<file path="config.mk">
export PLATFORM = sky130hd
export DESIGN_NAME = set_job_host
export DESIGN_NICKNAME = d
export VERILOG_FILES = /design/src/rtl/set_job_host.sv
export SDC_FILE = /design/constraint.sdc
export NUM_CORES = 1
export LEC_CHECK = 0
export BUFFER_PORTS_ARGS = -buffer_cell sky130_fd_sc_hd__buf_2
export CAP_MARGIN = 10
export CELL_PAD_IN_SITES_DETAIL_PLACEMENT = 1
export CELL_PAD_IN_SITES_GLOBAL_PLACEMENT = 1
export CORE_ASPECT_RATIO = 1.4
export CORE_UTILIZATION = 49
export CTS_CLUSTER_DIAMETER = 40
export DETAILED_ROUTE_END_ITERATION = 16
export PLACE_DENSITY = 0.88
export SYNTH_ARGS = -nofsm -noshare
export SYNTH_HDL_FRONTEND = slang
export SYNTH_SLANG_ARGS = --single-unit
</file>
<file path="constraint.sdc">
create_clock -name clk -period 3.2 [get_ports clk]
set_input_delay 0.32 -clock clk [delete_from_list [all_inputs] [get_ports clk]]
set_output_delay 0.32 -clock clk [all_outputs]
set_load 0.005 [all_outputs]
</file>
<file path="src/rtl/set_job_host.sv">
`default_nettype none
// +--------------------------------------------------------------------------+
// | set_job_host: queues job descriptors, launches them one at a time into a |
// | set-counting engine and returns each count with its tag.  Rev 1.0         |
// +--------------------------------------------------------------------------+
module set_job_host #(
  parameter int FIFO_DEPTH = 4,
  parameter int TAG_W      = 4,
  parameter int TIMEOUT    = 128
) (
  input  logic             clk,
  input  logic             rst,
  input  logic             job_valid,
  output logic             job_ready,
  input  logic [23:0]      job_central,
  input  logic [11:0]      job_radius,
  input  logic [1:0]       job_mode,
  input  logic [TAG_W-1:0] job_tag,
  output logic             set_en,
  output logic [23:0]      set_central,
  output logic [11:0]      set_radius,
  output logic [1:0]       set_mode,
  input  logic             set_busy,
  input  logic             set_valid,
  input  logic [7:0]       set_candidate,
  output logic             res_valid,
  input  logic             res_ready,
  output logic [7:0]       res_candidate,
  output logic [TAG_W-1:0] res_tag,
  output logic             res_err,
  output logic             res_timeout,
  output logic [15:0]      stat_jobs,
  output logic [7:0]       stat_timeouts
);

  localparam int c_PTR_W = $clog2(FIFO_DEPTH);
  localparam int c_CNT_W = c_PTR_W + 1;
  localparam int c_TMR_W = $clog2(TIMEOUT) + 1;
  localparam int c_ENT_W = 24 + 12 + 2 + TAG_W;
  localparam logic [c_TMR_W-1:0] c_TMR_LAST = c_TMR_W'(TIMEOUT - 1);
  localparam logic [c_CNT_W-1:0] c_CNT_FULL = c_CNT_W'(FIFO_DEPTH);

  typedef enum logic [1:0] {
    S_IDLE   = 2'd0,
    S_LAUNCH = 2'd1,
    S_WAIT   = 2'd2,
    S_DONE   = 2'd3
  } state_t;

  state_t r_state;
  state_t w_state_nxt;

  logic [c_ENT_W-1:0] r_mem [FIFO_DEPTH];
  logic [c_PTR_W-1:0] r_wr_ptr;
  logic [c_PTR_W-1:0] r_rd_ptr;
  logic [c_CNT_W-1:0] r_count;

  logic [23:0]      r_central;
  logic [11:0]      r_radius;
  logic [1:0]       r_mode;
  logic [TAG_W-1:0] r_res_tag;
  logic [7:0]       r_res_cand;
  logic             r_res_err;
  logic             r_res_tmo;
  logic [15:0]      r_stat_jobs;
  logic [7:0]       r_stat_tmo;
  logic             r_valid_q;
  logic [c_TMR_W-1:0] r_timer;

  logic             w_full;
  logic             w_empty;
  logic             w_push;
  logic             w_pop;
  logic             w_rise;
  logic             w_tmo_hit;
  logic             w_set_en;
  logic             w_handshake;
  logic [c_ENT_W-1:0] w_head;
  logic [23:0]      w_head_central;
  logic [11:0]      w_head_radius;
  logic [1:0]       w_head_mode;
  logic [TAG_W-1:0] w_head_tag;
  logic             w_head_ok;
  logic             w_a_ok;
  logic             w_b_ok;
  logic             w_c_ok;

  function automatic logic in_range(input logic [3:0] v);
    return (v != 4'd0) && (v <= 4'd8);
  endfunction

  assign w_full   = (r_count == c_CNT_FULL);
  assign w_empty  = (r_count == '0);
  assign w_push   = job_valid && !w_full;
  assign w_pop    = (r_state == S_IDLE) && !w_empty && !set_busy;
  assign w_rise   = set_valid && !r_valid_q;
  assign w_tmo_hit = (r_timer == c_TMR_LAST);
  assign w_handshake = (r_state == S_DONE) && res_ready;

  assign w_head = r_mem[r_rd_ptr];
  assign {w_head_central, w_head_radius, w_head_mode, w_head_tag} = w_head;

  // Circle A = top nibbles, B = middle, C = bottom of each packed bus.
  assign w_a_ok = in_range(w_head_radius[11:8]) && in_range(w_head_central[23:20])
                  && in_range(w_head_central[19:16]);
  assign w_b_ok = in_range(w_head_radius[7:4]) && in_range(w_head_central[15:12])
                  && in_range(w_head_central[11:8]);
  assign w_c_ok = in_range(w_head_radius[3:0]) && in_range(w_head_central[7:4])
                  && in_range(w_head_central[3:0]);

  always_comb begin
    w_head_ok = 1'b0;
    case (w_head_mode)
      2'd0:    w_head_ok = w_a_ok;
      2'd1:    w_head_ok = w_a_ok && w_b_ok;
      2'd2:    w_head_ok = w_a_ok && w_b_ok;
      default: w_head_ok = w_a_ok && w_b_ok && w_c_ok;
    endcase
  end

  always_ff @(posedge clk) begin
    if (w_push) r_mem[r_wr_ptr] <= {job_central, job_radius, job_mode, job_tag};
  end

  always_ff @(posedge clk or posedge rst) begin
    if (rst) begin
      r_wr_ptr <= '0;
      r_rd_ptr <= '0;
      r_count  <= '0;
    end else begin
      if (w_push) r_wr_ptr <= r_wr_ptr + c_PTR_W'(1);
      if (w_pop)  r_rd_ptr <= r_rd_ptr + c_PTR_W'(1);
      case ({w_push, w_pop})
        2'b10:   r_count <= r_count + c_CNT_W'(1);
        2'b01:   r_count <= r_count - c_CNT_W'(1);
        default: r_count <= r_count;
      endcase
    end
  end

  always_ff @(posedge clk or posedge rst) begin
    if (rst) r_state <= S_IDLE;
    else     r_state <= w_state_nxt;
  end

  always_comb begin
    w_state_nxt = r_state;
    w_set_en    = 1'b0;
    case (r_state)
      S_IDLE: begin
        if (w_pop) w_state_nxt = w_head_ok ? S_LAUNCH : S_DONE;
      end
      S_LAUNCH: begin
        w_set_en    = 1'b1;
        w_state_nxt = S_WAIT;
      end
      S_WAIT: begin
        if (w_rise || w_tmo_hit) w_state_nxt = S_DONE;
      end
      S_DONE: begin
        if (res_ready) w_state_nxt = S_IDLE;
      end
      default: w_state_nxt = S_IDLE;
    endcase
  end

  // Job register and result registers; rise takes priority over timeout.
  always_ff @(posedge clk or posedge rst) begin
    if (rst) begin
      r_central   <= '0;
      r_radius    <= '0;
      r_mode      <= '0;
      r_res_tag   <= '0;
      r_res_cand  <= '0;
      r_res_err   <= 1'b0;
      r_res_tmo   <= 1'b0;
      r_stat_jobs <= '0;
      r_stat_tmo  <= '0;
      r_valid_q   <= 1'b0;
      r_timer     <= '0;
    end else begin
      r_valid_q <= set_valid;
      if (w_pop) begin
        r_central  <= w_head_central;
        r_radius   <= w_head_radius;
        r_mode     <= w_head_mode;
        r_res_tag  <= w_head_tag;
        r_res_cand <= '0;
        r_res_err  <= !w_head_ok;
        r_res_tmo  <= 1'b0;
      end
      if (r_state == S_LAUNCH) r_timer <= '0;
      if (r_state == S_WAIT) begin
        r_timer <= r_timer + c_TMR_W'(1);
        if (w_rise) begin
          r_res_cand <= set_candidate;
        end else if (w_tmo_hit) begin
          r_res_cand <= '0;
          r_res_tmo  <= 1'b1;
        end
      end
      if (w_handshake) begin
        r_res_err   <= 1'b0;
        r_res_tmo   <= 1'b0;
        r_stat_jobs <= r_stat_jobs + 16'd1;
        if (r_res_tmo && (r_stat_tmo != 8'hFF)) r_stat_tmo <= r_stat_tmo + 8'd1;
      end
    end
  end

  assign job_ready     = !w_full;
  assign set_en        = w_set_en;
  assign set_central   = r_central;
  assign set_radius    = r_radius;
  assign set_mode      = r_mode;
  assign res_valid     = (r_state == S_DONE);
  assign res_candidate = r_res_cand;
  assign res_tag       = r_res_tag;
  assign res_err       = r_res_err;
  assign res_timeout   = r_res_tmo;
  assign stat_jobs     = r_stat_jobs;
  assign stat_timeouts = r_stat_tmo;

endmodule
`default_nettype wire

</file>
# ---- Word-level counts from Yosys, hierarchy flattened
# Memories as Yosys holds them, arrays and structs flattened.
# Cells that the tools add are included.
dict set report totals {
  reg_bits 94
  latch_bits 0
  mem_bits_rw 168
  romBits 0
  in_bits 56
  out_inout_bits 79
  word_cells 115
  n_memories 1
}
# memory words width rd rd_ports_with_merged_regs wr line_no
set memory_table {}
lappend memory_table {r_mem 4 42 1 0 1 53} ;# logic [c_ENT_W-1:0] r_mem [FIFO_DEPTH];
dict set report op_classes {
  add_sub_neg 7
  mul 0
  div_mod_pow 0
  n_lt_le_gt_ge 9
  n_eq_ne 13
  n_shift 0
  muxes 23
  bitwise 0
  n_reduce_logical 47
}
# op n
set ops {}
lappend ops {{$mux 8} 6}
lappend ops {{$le 4x4->1 const B} 9}
lappend ops {{$reduce_bool 4->1} 9}
lappend ops {{$logic_and 1x1->1} 23}
lappend ops {{$add 16x1->16 const B} 1}
lappend ops {{$add 8x1->8 const B} 2}
lappend ops {{$mux 1} 10}
lappend ops {{$eq 2x2->1 const B} 4}
lappend ops {{$eq 8x7->1 const B} 1}
lappend ops {{$mux 2} 4}
lappend ops {{$ne 8x8->1 const B} 1}
lappend ops {{$pmux 2 s4} 1}
lappend ops {{$eq 2x1->1 const B} 3}
lappend ops {{$pmux 3 s2} 1}
lappend ops {{$reduce_bool 2->1} 3}
lappend ops {{$logic_not 1->1} 5}
lappend ops {{$add 2x1->2 const B} 2}
lappend ops {{$logic_not 2->1} 2}
lappend ops {{$ne 2x2->1 const B} 2}
lappend ops {{$add 3x1->3 const B} 1}
lappend ops {{$eq 3x3->1 const B} 1}
lappend ops {{$logic_not 3->1} 1}
lappend ops {{$reduce_and 3->1} 1}
lappend ops {{$sub 3x1->3 const B} 1}
lappend ops {{other kinds (5)} 5}

# ---- Depth between registers and ports, before layout
# Gate-level depths: netlist of run 1.
# An unclocked memory read counts as a cell.
dict set report logic_depth {
  depth_word 11
  mapped_depth 11
  ltp_nobuf 10
}

# ---- Worst setup path before layout of run 1
# OpenSTA, ideal clock, no wires.
dict set report synth_timing {
  path_kind {flip-flop to flip-flop}
  from {reg r_state[0]}
  to {reg r_count[2]}
  setup_ps 79
  t_arrival_ps 2461
  required_time_ps 3121
  path_slack_ps 660
  path_stages_with_launch 12
  n_path_buf 1
  period_less_slack_ps 2540
  path_cell_list {dfrtp_1 inv_1 ha_1 inv_1 nor3_1 clkbuf_1 ha_1 inv_1 fa_1 xor2_1 nor2_1 xor2_1}
}
dict set report synth_via {
  elab_chain_cells 5
  word_cells_on_any_way 7
  classes_between {eq/ne (2); mux (1); reduce/logical (4)}
}
# item line_no
set synth_rtl {}
lappend synth_rtl {{from (decl)} 50} ;# state_t r_state;
lappend synth_rtl {{from (signal assigned)} 143} ;# else r_state <= w_state_nxt;
lappend synth_rtl {{$logic_not 2->1 (*)} 95} ;# assign w_pop = (r_state == S_IDLE) && !w_empty && !set_busy;
lappend synth_rtl {{$logic_and 1x1->1 (*) (2 in series)} 95}
lappend synth_rtl {{named net w_pop} 73} ;# logic w_pop;
lappend synth_rtl {{$eq 2x1->1 or $eq 2x2->1 (tied branches)} 133} ;# case ({w_push, w_pop})
lappend synth_rtl {{$pmux 3 s2 or $reduce_bool 2->1 (tied branches)} -}
lappend synth_rtl {{to (signal assigned)} 134} ;# 2'b10: r_count <= r_count + c_CNT_W'(1);
lappend synth_rtl {{to (signal assigned)} 135} ;# 2'b01: r_count <= r_count - c_CNT_W'(1);
lappend synth_rtl {{to (signal assigned)} 136} ;# default: r_count <= r_count;
lappend synth_rtl {{to (decl)} 56} ;# logic [c_CNT_W-1:0] r_count;
# The timed path passes the listed nets; every way through them passes the cells marked *.
# A chain may end at the register's enable or synchronous reset.

# ---- Worst setup path in the final report of run 1
dict set report layout_timing {
  from {reg r_rd_ptr[0]}
  to {reg r_res_err (netlist: res_err)}
}
dict set report layout_via {
  elab_chain_cells 11
  word_cells_on_any_way 44
  classes_between {order compare (9); eq/ne (2); mux (3); reduce/logical (29); memory (1)}
}
# item line_no
set layout_rtl {}
lappend layout_rtl {{from (decl)} 55} ;# logic [c_PTR_W-1:0] r_rd_ptr;
lappend layout_rtl {{from (signal assigned)} 132} ;# if (w_pop) r_rd_ptr <= r_rd_ptr + c_PTR_W'(1);
lappend layout_rtl {{$mem_v2 4x42 (*)} -}
lappend layout_rtl {{$le 4x4->1 or $reduce_bool 4->1 (tied branches)} 89} ;# return (v != 4'd0) && (v <= 4'd8);
lappend layout_rtl {{$logic_and 1x1->1} 89}
lappend layout_rtl {{$logic_and 1x1->1, on equally long branches} {104, 106}}
lappend layout_rtl {{$logic_and 1x1->1, on equally long branches} {105, 107}}
lappend layout_rtl {{$logic_and 1x1->1} {115, 116, 117}}
lappend layout_rtl {{$logic_and 1x1->1} 117} ;# default: w_head_ok = w_a_ok && w_b_ok && w_c_ok;
lappend layout_rtl {{$pmux 1 s2 (*)} 113} ;# case (w_head_mode)
lappend layout_rtl {{$logic_not 1->1 (*)} 189} ;# r_res_err <= !w_head_ok;
lappend layout_rtl {{$mux 1 (*)} 183} ;# if (w_pop) begin
lappend layout_rtl {{$mux 1 (*)} 202} ;# if (w_handshake) begin
lappend layout_rtl {{to (signal assigned)} 189}
lappend layout_rtl {{to (decl)} 63} ;# logic r_res_err;
# Every way passes the cells marked *; elsewhere a longest branch is shown, timed or not. The select of a mux whose other input is x is not followed.

==> results of run 1 <==
## cells in the final DEF (no fill, tap or decap), types with 6 or more instances in the layout
| master | count |
|---|---|
| a22o_1 | 8 |
| buf_2 | 134 |
| buf_4 | 12 |
| clkbuf_16 | 33 |
| dfrtp_1 | 92 |
| dlygate4sd3_1 | 37 |
| edfxtp_1 | 168 |
| ha_1 | 14 |
| inv_1 | 16 |
| mux2_2 | 45 |
| mux4_2 | 37 |
| nand2_1 | 22 |
| nand3_1 | 17 |
| nor2_1 | 16 |
| nor3_1 | 6 |
| nor3_2 | 7 |
| xnor2_1 | 25 |
| xor2_1 | 14 |
## sequential cells by signal, summed over array words and instances (netlist names)
name           flops
stat_timeouts      8
res_err            1
res_tag            4
set_mode           2
r_rd_ptr           2
r_wr_ptr           2
r_count            3
r_valid_q          1
r_mem            168
set_radius        12
res_timeout        1
r_timer            8
stat_jobs         16
res_candidate      8
r_state            2
set_central       24
## per-stage QoR
stage                     worst slack (ns)  hold slack (ns)  area (sq um)  utilization, %  instances
after floorplan                      0.431            0.351         10300               -        557
after global placement               0.604            0.445         11300            55.0        943
after detailed placement             0.395            0.452         11300            55.0        943
after CTS                            0.371         0.000451         12700            61.9       1036
after global routing                 0.268          0.00294         12700            61.9       1037
final                                0.433           0.0136         12700            61.9       1037
## per-layer routing
metal  up-vias  routed length (um)
li1       2545                   -
met1      3023                9240
met2       192               13900
met3        52                1140
met4         0                 662
met5         -                   0
## power by group through the flow
stage	combinational, mW	clock [mW]	sequential, mW
3_3_place_gp	3.11	0	5.09
3_5_place_dp	3.32	0	5.18
6_report	3.38	3.53	5.13
4_1_cts	3.42	3.58	5.13
5_1_grt	3.65	3.72	5.22
2_1_floorplan	2.28	0	4.90
## cells by family (layout without fill, tap and decap cells)
logic type / count (synthesis) / after routing
AO/OA/AOI/OAI: 25 / 25
buffers and inverters: 35 / 259
flip-flops: 262 / 262
multiplexers: 89 / 89
XOR/XNOR: 39 / 39
AND/OR/NAND/NOR: 92 / 92
adder cells (fa/ha/maj): 15 / 15
## layout make-up
type / instances / area share (%)
well taps: 256 / 2.52
flip-flops and latches: 262 / 58.1
inverters: 17 / 0.521
repair buffers: 185 / 9.20
clock buffers: 38 / 6.79
multi-input cells: 260 / 21.4
clock inverters: 19 / 1.46
## worst max path at each step
stage | start | endpoint | slack [ns] | cells after the start
4_1_cts | r_rd_ptr[0] | res_err | 0.37 | 6
3_5_place_dp | r_rd_ptr[0] | res_err | 0.39 | 6
6_report | r_rd_ptr[0] | res_err | 0.43 | 6
2_1_floorplan | rst | r_count[0] | 0.43 | 1
3_3_place_gp | r_rd_ptr[0] | res_err | 0.60 | 5
5_1_grt | r_rd_ptr[0] | res_err | 0.27 | 6
==> flow_summary_export.csv, run 1 <==
group,metric,value,unit
run_status,status,"complete, no violations",
synth,ys.flop_type,"edfxtp_1",
floorplan,core-area,20600,sq um
worst_setup_path,rrSetupSlack,0.43,ns
grt,grt_use_met2,44.8,%
worst_setup_path,critical_path_class,"reg2reg",
sta,worst_slew_pin_slew,0.949,ns
worst_setup_path,r2r_end,"res_err",
route,drt-total-wl,25000,um
power_and_ir_drop,sw_frac_of_total,31.3,%
grt,grt_start_max_net_pins,51,
grt,grtUsageMet1,27.4,%
synth,avgSynthCellArea,18.5,sq um
worst_setup_path,max_stage_delay,0.75,ns
min_path,min_to,"r_mem[0][41]",
worst_setup_path,reg2reg_from,"r_rd_ptr[0]",
floorplan,rows,62,
layout,fillCellCount,1811,
cts,post-cts-setup-buffers,0,
sta,rsz0062_at_grt,"false",
cts,cts_sinks,262,
power_and_ir_drop,combPwrFrac,28.1,%
synth,synthArstFlopShare,35.9,%
sta,fmax,361,MHz
synth,yosysMostFrequentCell,"edfxtp_1",
sta,min_period,2.77,ns
sta,setup_viol,0,
grt,grt_pass1_wl,39200,um
synth,yosysTopAreaCellShare,49.1,%
synth,synth_top_family_by_area,"multiplexers",
synth,syn_inst,557,
cts,cts_max_level,1,
worst_setup_path,crit_path_cell_trace,"buf_4 -> mux4_2 -> nor3_1 -> xor2_1 -> nor4_2 -> a311oi_2",
cts,numCtsBuffers,31,
power_and_ir_drop,power_switching,3.76,mW
synth,synth_compound_area_share,1.93,%
synth,synthSimpleGateAreaFrac,4.70,%
layout,multi_input_area,2720,sq um
synth,ys_types,42,
cts,insertion_delay,0.55,ns
power_and_ir_drop,power-per-cell-area,946,nW/um^2
worst_setup_path,path_max_fanout,24,
route,drc,0,
floorplan,die-area,21600,sq um
floorplan,die_width,124,um
sta,fin_tns_setup,0,ns
layout,post_route_cells_drive_above_1_share,38.3,%
min_path,hp-start,"job_central[23]",
route,drt_iter0_drc,323,
worst_setup_path,crit_slowest_cell,"dfrtp_4",
cts,cts_buffer_depth,3,
worst_setup_path,path_delay_family,"flip-flops",
worst_setup_path,crit_required,3.59,ns
grt,grt-busiest-layer,"met2",
power_and_ir_drop,p_leak,5.03,nW
power_and_ir_drop,total_power,12.0,mW
grt,grt_pass1_vias,6795,
route,vias_per_cell,5.60,
synth,synth_xor_area_share,3.32,%
floorplan,ios,135,
place,gp_congestion,0.793,
sta,drv_slew,0,
layout,num-nets-final,828,
route,via_count,5812,
sta,fin_crit_sh,86.5,%
sta,worst_clock_skew,0.0126,ns
layout,areaGrowthSynthToFinish,23.8,%
synth,ys_ff_latch,262,
cts,clkTransAtPathRegs,0.06,ns
floorplan,die_h,173,um
min_path,hold_path.class,"in2reg",
power_and_ir_drop,vdd_drop_max,0.000714,V
cts,hold_buffers,36,
job,max-cap-violations,0,
synth,synth_area,10300,sq um
grt,antenna_found_initial,0,
worst_setup_path,start_kind,"register",
synth,synthTopCellsByArea,"edfxtp_1, dfrtp_1, mux4_2",
synth,ys.warnings.count,0,
synth,synth_mux_area_share,14.5,%
synth,synth_commonest_cells,"edfxtp_1, dfrtp_1, mux2_2",
layout,seq_area,7400,sq um
worst_setup_path,r2r.worst_path.cells,6,
power_and_ir_drop,seqPwrFrac,42.6,%
place,hpwl,15900,um
sta,hold_viol_final,0,
synth,synth_area_leader_cell,"edfxtp_1",
route,dr.pass1.iters,4,
synth,synth_seq_area_share,71.9,%
place,portBuffers,134,
synth,synthAdderAreaFrac,1.90,%
worst_setup_path,end_kind,"register",
cts,cts_resized,0,
synth,synth_fp_nets,628,
grt,overflow,0,
synth,synth_edf_count,168,
floorplan,start_util,50.0,%
grt,met3_usage,4.14,%
cts,tritoncts,"built",
cts,cts_root_buffer,"clkbuf_16",
power_and_ir_drop,pwr-share-clk,29.3,%
min_path,worstHoldPathCells,1,
worst_setup_path,cp.arrival,3.15,ns
sta,relSlewSlack,36.3,%
worst_setup_path,path_buf_inv,1,
route,ant_nets,0,
grt,grt_usage,24.1,%
layout,diodes,0,
power_and_ir_drop,intPower,8.28,mW
route,wl_per_cell,24.1,um
Note: power is estimated with default switching activity, not from simulation.
==> run 2, diff against run 1 <==
CORE_UTILIZATION = 40   (was 49)
PLACE_DENSITY = 0.76   (was 0.88)
==> run 2 against run 1 <==
  * Register-to-register slack improved by 0.14 ns
  * Fmax rose by 5.3%
  * Combinational power shrank 4%
==> flow_summary_export.csv, run 2 (synthesis gave the netlist of run 1 again) <==
group,metric,value,unit
route,drt-total-wl,22600,um
power_and_ir_drop,combPwrFrac,27.9,%
floorplan,start_util,40.6,%
cts,numCtsBuffers,28,
worst_setup_path,crit_required,3.57,ns
floorplan,core-area,25300,sq um
grt,antenna_found_initial,2,
sta,worst_slew_pin_slew,0.973,ns
sta,finalWorstSetupSlack,0.574,ns
place,gp_congestion,0.751,
min_path,hold_path.class,"in2reg",
grt,grt_start_max_net_pins,51,
route,drc,0,
sta,relSlewSlack,34.7,%
cts,clkTransAtPathRegs,0.06,ns
sta,fin_tns_setup,0,ns
route,ant_nets,0,
sta,worst_clock_skew,0.0106,ns
cts,cts_buffer_depth,3,
cts,cts_root_buffer,"clkbuf_16",
power_and_ir_drop,seqPwrFrac,43.6,%
cts,tritoncts,"built",
grt,grt_pass1_vias,6152,
floorplan,die_width,138,um
layout,top_register,"r_mem",
place,place_ws,0.560,ns
cts,cts_sinks,262,
floorplan,die_h,192,um
power_and_ir_drop,vdd_drop_max,0.000519,V
sta,drv_slew,0,
worst_setup_path,end_kind,"register",
job,max-cap-violations,0,
power_and_ir_drop,pwr-share-clk,28.5,%
cts,insertion_delay,0.53,ns
grt,grt_pass1_wl,34900,um
floorplan,die-area,26400,sq um
route,vias_per_cell,5.16,
worst_setup_path,cp.arrival,2.99,ns
worst_setup_path,path_max_fanout,24,
layout,fillCellCount,2411,
route,dr.pass1.iters,4,
route,wl_per_cell,20.9,um
grt,overflow,0,
power_and_ir_drop,power_switching,3.54,mW
sta,min_period,2.63,ns
cts,cts_max_level,1,
sta,setup_viol,0,
layout,seq_area,7400,sq um
layout,num-nets-final,808,
power_and_ir_drop,intPower,8.13,mW
grt,grt_usage,17.6,%
route,via_count,5571,
layout,post_route_cells_drive_above_1_share,38.6,%
sta,fin_crit_sh,82.1,%
power_and_ir_drop,p_leak,4.93,nW
floorplan,rows,69,
route,drt_iter0_drc,143,
layout,multi_input_area,2720,sq um
cts,post-cts-setup-buffers,0,
floorplan,ios,135,
place,portBuffers,134,
sta,fmax,381,MHz
power_and_ir_drop,power-per-cell-area,929,nW/um^2
layout,largest_register_ffs,168,
worst_setup_path,critical_path_class,"reg2reg",
layout,final_util,49.7,%
place,hpwl,15000,um
layout,areaGrowthSynthToFinish,22.2,%
sta,hold_viol_final,0,
layout,layout_commonest_cell,"edfxtp_1",
layout,final_cell_mix,"edfxtp_1, buf_2, dfrtp_1",
power_and_ir_drop,sw_frac_of_total,30.4,%
worst_setup_path,start_kind,"register",
sta,rsz0062_at_grt,"false",
run_status,status,"complete, no violations",
==> run 2: cell count changes in the layout (fill, tap and decap cells not counted), sizes merged <==
| cell | previous run | this run |
|---|---|---|
| dlygate4sd3 | 37 | 21 |
| inv | 23 | 19 |
| clkinv | 6 | 9 |
| clkinvlp | 5 | 2 |
| clkbuf | 38 | 36 |
| diode | 0 | 2 |
| buf | 148 | 147 |
| bufinv | 2 | 3 |
==> run 2: worst paths after layout <==
kind | start | to | slack [ns] | cells past startpoint
setup reg to reg | r_rd_ptr[0] | res_err | 0.57 | 6
max in group asynchronous | rst | stat_jobs[6] | 2.01 | 4
hold reg to reg | stat_jobs[15] | stat_jobs[15] | 0.46 | 1
min in group asynchronous | rst | stat_timeouts[4] | 0.45 | 3
hold / removal | job_radius[1] | r_mem[2][7] | 0.009 | 1
setup / recovery | r_rd_ptr[0] | res_err | 0.57 | 6
==> run 2: metrics by stage <==
stage / hold WS, ns / instance area, sq um / std cells / total power [mW]
after CTS: 0.000340 / 12600 / 1078 / 11.8
after detailed placement: 0.455 / 11400 / 1005 / 8.46
after global routing: 0.00146 / 12600 / 1080 / 12.3
after floorplan: 0.351 / 10300 / 557 / 7.19
final: 0.00856 / 12600 / 1080 / 11.7
after global placement: 0.449 / 11400 / 1005 / 8.25
==> run 2: layout make-up <==
cell class                 count  area share [%]
sequential                   262            58.9
multi-input combinational    260            21.6
timing repair buffer         168            7.99
clock buffer                  36            6.22
tap                          319            3.18
clock inverter                16            1.48
inverter                      17           0.528
antenna                        2          0.0398
==> run 2: worst max-delay path, stage by stage, from the launching register on <==
cell and delay (ns):
dfrtp_4 0.73, buf_12 0.25, buf_4 0.22, mux4_2 0.55, xor2_1 0.21, nor4_2 0.35, a311oi_2 0.14
==> run 2: timing repair <==
action                                 in CTS  in global routing
setup endpoints to repair                   0                  0
resized for setup                           0                  0
endpoints found under the hold margin     122                  0
hold buffers                               21                  0
==> run 2: routing by layer <==
| layer | vias up | part of all wire, % | GRT usage [%] |
|---|---|---|---|
| li1 | 2487 | - | - |
| met1 | 2889 | 40 | 21.1 |
| met2 | 153 | 53 | 31.5 |
| met3 | 42 | 4.6 | 2.98 |
| met4 | 0 | 2.5 | 5.66 |
| met5 | - | 0 | 0 |
==> run 2: power by group through the flow <==
stage | combinational (mW) | clock [mW] | sequential (mW)
final | 3.26 | 3.32 | 5.08
after global placement | 3.14 | 0 | 5.11
after CTS | 3.34 | 3.39 | 5.11
after detailed placement | 3.29 | 0 | 5.16
after floorplan | 2.28 | 0 | 4.90
after global routing | 3.56 | 3.52 | 5.19
==> run 3, diff against run 2 <==
PLACE_DENSITY = 0.78   (was 0.76)
clock period = 2.3 ns   (was 3.2 ns; I/O delays follow)
==> run 3 against run 2 <==
  * Register-to-register slack worse by 0.57 ns
  * Total power is 51% higher
  * Critical endpoint unchanged
  * Hold slack gained 0.16 ns
  * Sequential power grew 37%
  * The flow now finishes with violations (setup timing)
  * Final cell count rose by 5.8%
  * First-iteration DRC count rose by 110%
==> flow_summary_export.csv, run 3 (synthesis gave the netlist of run 1 again) <==
group,metric,value,unit
worst_setup_path,max_stage_delay,0.64,ns
route,wl_per_cell,22.0,um
place,dp.cells,1015,
grt,grt_start_max_net_pins,48,
sta,rsz0062_at_grt,"true",
job,max-cap-violations,0,
place,place_ws,-0.0940,ns
route,via_count,5939,
worst_setup_path,end_kind,"register",
power_and_ir_drop,p_leak,5.29,nW
floorplan,start_util,40.6,%
worst_setup_path,cp.arrival,2.76,ns
cts,cts_root_buffer,"clkbuf_16",
route,dr.pass1.iters,4,
worst_setup_path,path_max_fanout,8,
sta,fin_tns_setup,-0.000613,ns
grt,overflow,0,
floorplan,die-area,26400,sq um
sta,worst_slew_pin_slew,0.794,ns
floorplan,rows,69,
sta,finalWorstSetupSlack,-0.000613,ns
cts,cts_buffer_depth,3,
layout,layoutNonFillerInstCount,1143,
layout,areaGrowthSynthToFinish,30.1,%
sta,min_period,2.30,ns
floorplan,die_h,192,um
sta,fin_crit_sh,100,%
grt,grt_pass1_wl,38000,um
place,gp_congestion,0.795,
grt,antenna_found_initial,1,
power_and_ir_drop,vdd_drop_max,0.000899,V
place,portBuffers,134,
layout,largest_register_ffs,168,
route,drc,0,
cts,clkTransAtPathRegs,0.06,ns
layout,final_cell_mix,"edfxtp_1, buf_2, dfrtp_1",
worst_setup_path,crit_slowest_cell,"mux4_1",
sta,setup_viol,1,
floorplan,die_width,138,um
route,vias_per_cell,5.20,
layout,top_register,"r_mem",
floorplan,ios,135,
cts,cts_max_level,1,
sta,worst_clock_skew,0.0177,ns
layout,num-nets-final,870,
layout,post_route_cells_drive_above_1_share,41.2,%
run_status,status,"finished, violations left",
sta,fmax,435,MHz
floorplan,core-area,25300,sq um
layout,layout_commonest_cell,"edfxtp_1",
worst_setup_path,start_kind,"register",
route,drt_iter0_drc,306,
cts,cts_sinks,262,
sta,relSlewSlack,46.9,%
run_status,violations,"setup timing",
grt,grt_pass1_vias,6680,
sta,drv_slew,0,
grt,grt_usage,19.4,%
worst_setup_path,crit_required,2.76,ns
route,drt-total-wl,25100,um
worst_setup_path,critical_path_class,"reg2reg",
cts,tritoncts,"built",
sta,hold_viol_final,0,
worst_setup_path,crit_path_cell_trace,"buf_12 -> mux4_1 -> nor3_2 -> xnor2_1 -> a32oi_2 -> a21oi_2 -> a311oi_2",
place,hpwl,15700,um
route,ant_nets,0,
min_path,hold_path.class,"in2reg",
cts,insertion_delay,0.56,ns
cts,numCtsBuffers,30,
power_and_ir_drop,power-per-cell-area,1320,nW/um^2
-- run 3: area by class of cell --
| type | count | area [sq um] |
|---|---|---|
| Fill cell | 2359 | 11900 |
| Sequential cell | 262 | 7400 |
| Multi-Input combinational cell | 260 | 2800 |
| Timing Repair Buffer | 228 | 1660 |
| Clock buffer | 38 | 831 |
| Tap cell | 319 | 399 |
| Clock inverter | 18 | 216 |
| Inverter | 17 | 67.6 |
| Antenna cell | 1 | 2.50 |
-- run 3: worst paths after layout --
kind | startpoint | endpoint | slack (ns) | depth (start not counted)
max | r_rd_ptr[0] | res_err | -0.0006 | 7
min | job_valid | r_wr_ptr[0] | 0.16 | 3
max reg2reg | r_rd_ptr[0] | res_err | -0.0006 | 7
min reg2reg | stat_jobs[15] | stat_jobs[15] | 0.49 | 1
max in group asynchronous | rst | r_rd_ptr[1] | 1.27 | 4
min in group asynchronous | rst | stat_timeouts[2] | 0.36 | 3
-- run 3: routing by layer --
metal,up-vias,global-route usage [%],routed length [um]
met5,-,0,0
met1,3086,22.1,9420
met4,0,5.41,432
met3,36,3.80,1390
met2,193,36.1,13900
li1,2624,-,-
-- run 3: worst max-delay path: cells and delay by family (launching register included) --
family,cells,cell delay [ns]
buffers and inverters,1,0.16
AOI/OAI and AO/OA,3,0.58
muxes,1,0.64
xor gates and xnor gates,1,0.12
DFF,1,0.46
and+or+nand+nor,1,0.25
-- run 3: report_power, final --
group          total, mW  internal [mW]  switching (mW)
clock               4.88           2.94            1.95
sequential          6.98           6.30           0.679
combinational       5.75           2.86            2.89
-- run 3: what timing repair did --
item                                   CTS  global route
gates cloned                             2             1
gates resized for setup                  7            17
hold buffers                            52             0
setup endpoints to repair                2             3
endpoints found under the hold margin  205             0
pin swaps                                3            10
setup buffers                            5            11
-- run 3: through the flow --
| step | hold WS (ns) | total power, mW | utilization [%] | cell area (sq um) |
|---|---|---|---|---|
| finish | 0.164 | 17.6 | 52.9 | 13400 |
| global route | 0.158 | 18.4 | 52.9 | 13400 |
| CTS | 0.112 | 17.3 | 52.2 | 13200 |
| detailed placement | 0.364 | 12.0 | 45.6 | 11500 |
| global placement | 0.356 | 11.7 | 45.6 | 11500 |
| floorplan | 0.261 | 10.0 | - | 10300 |
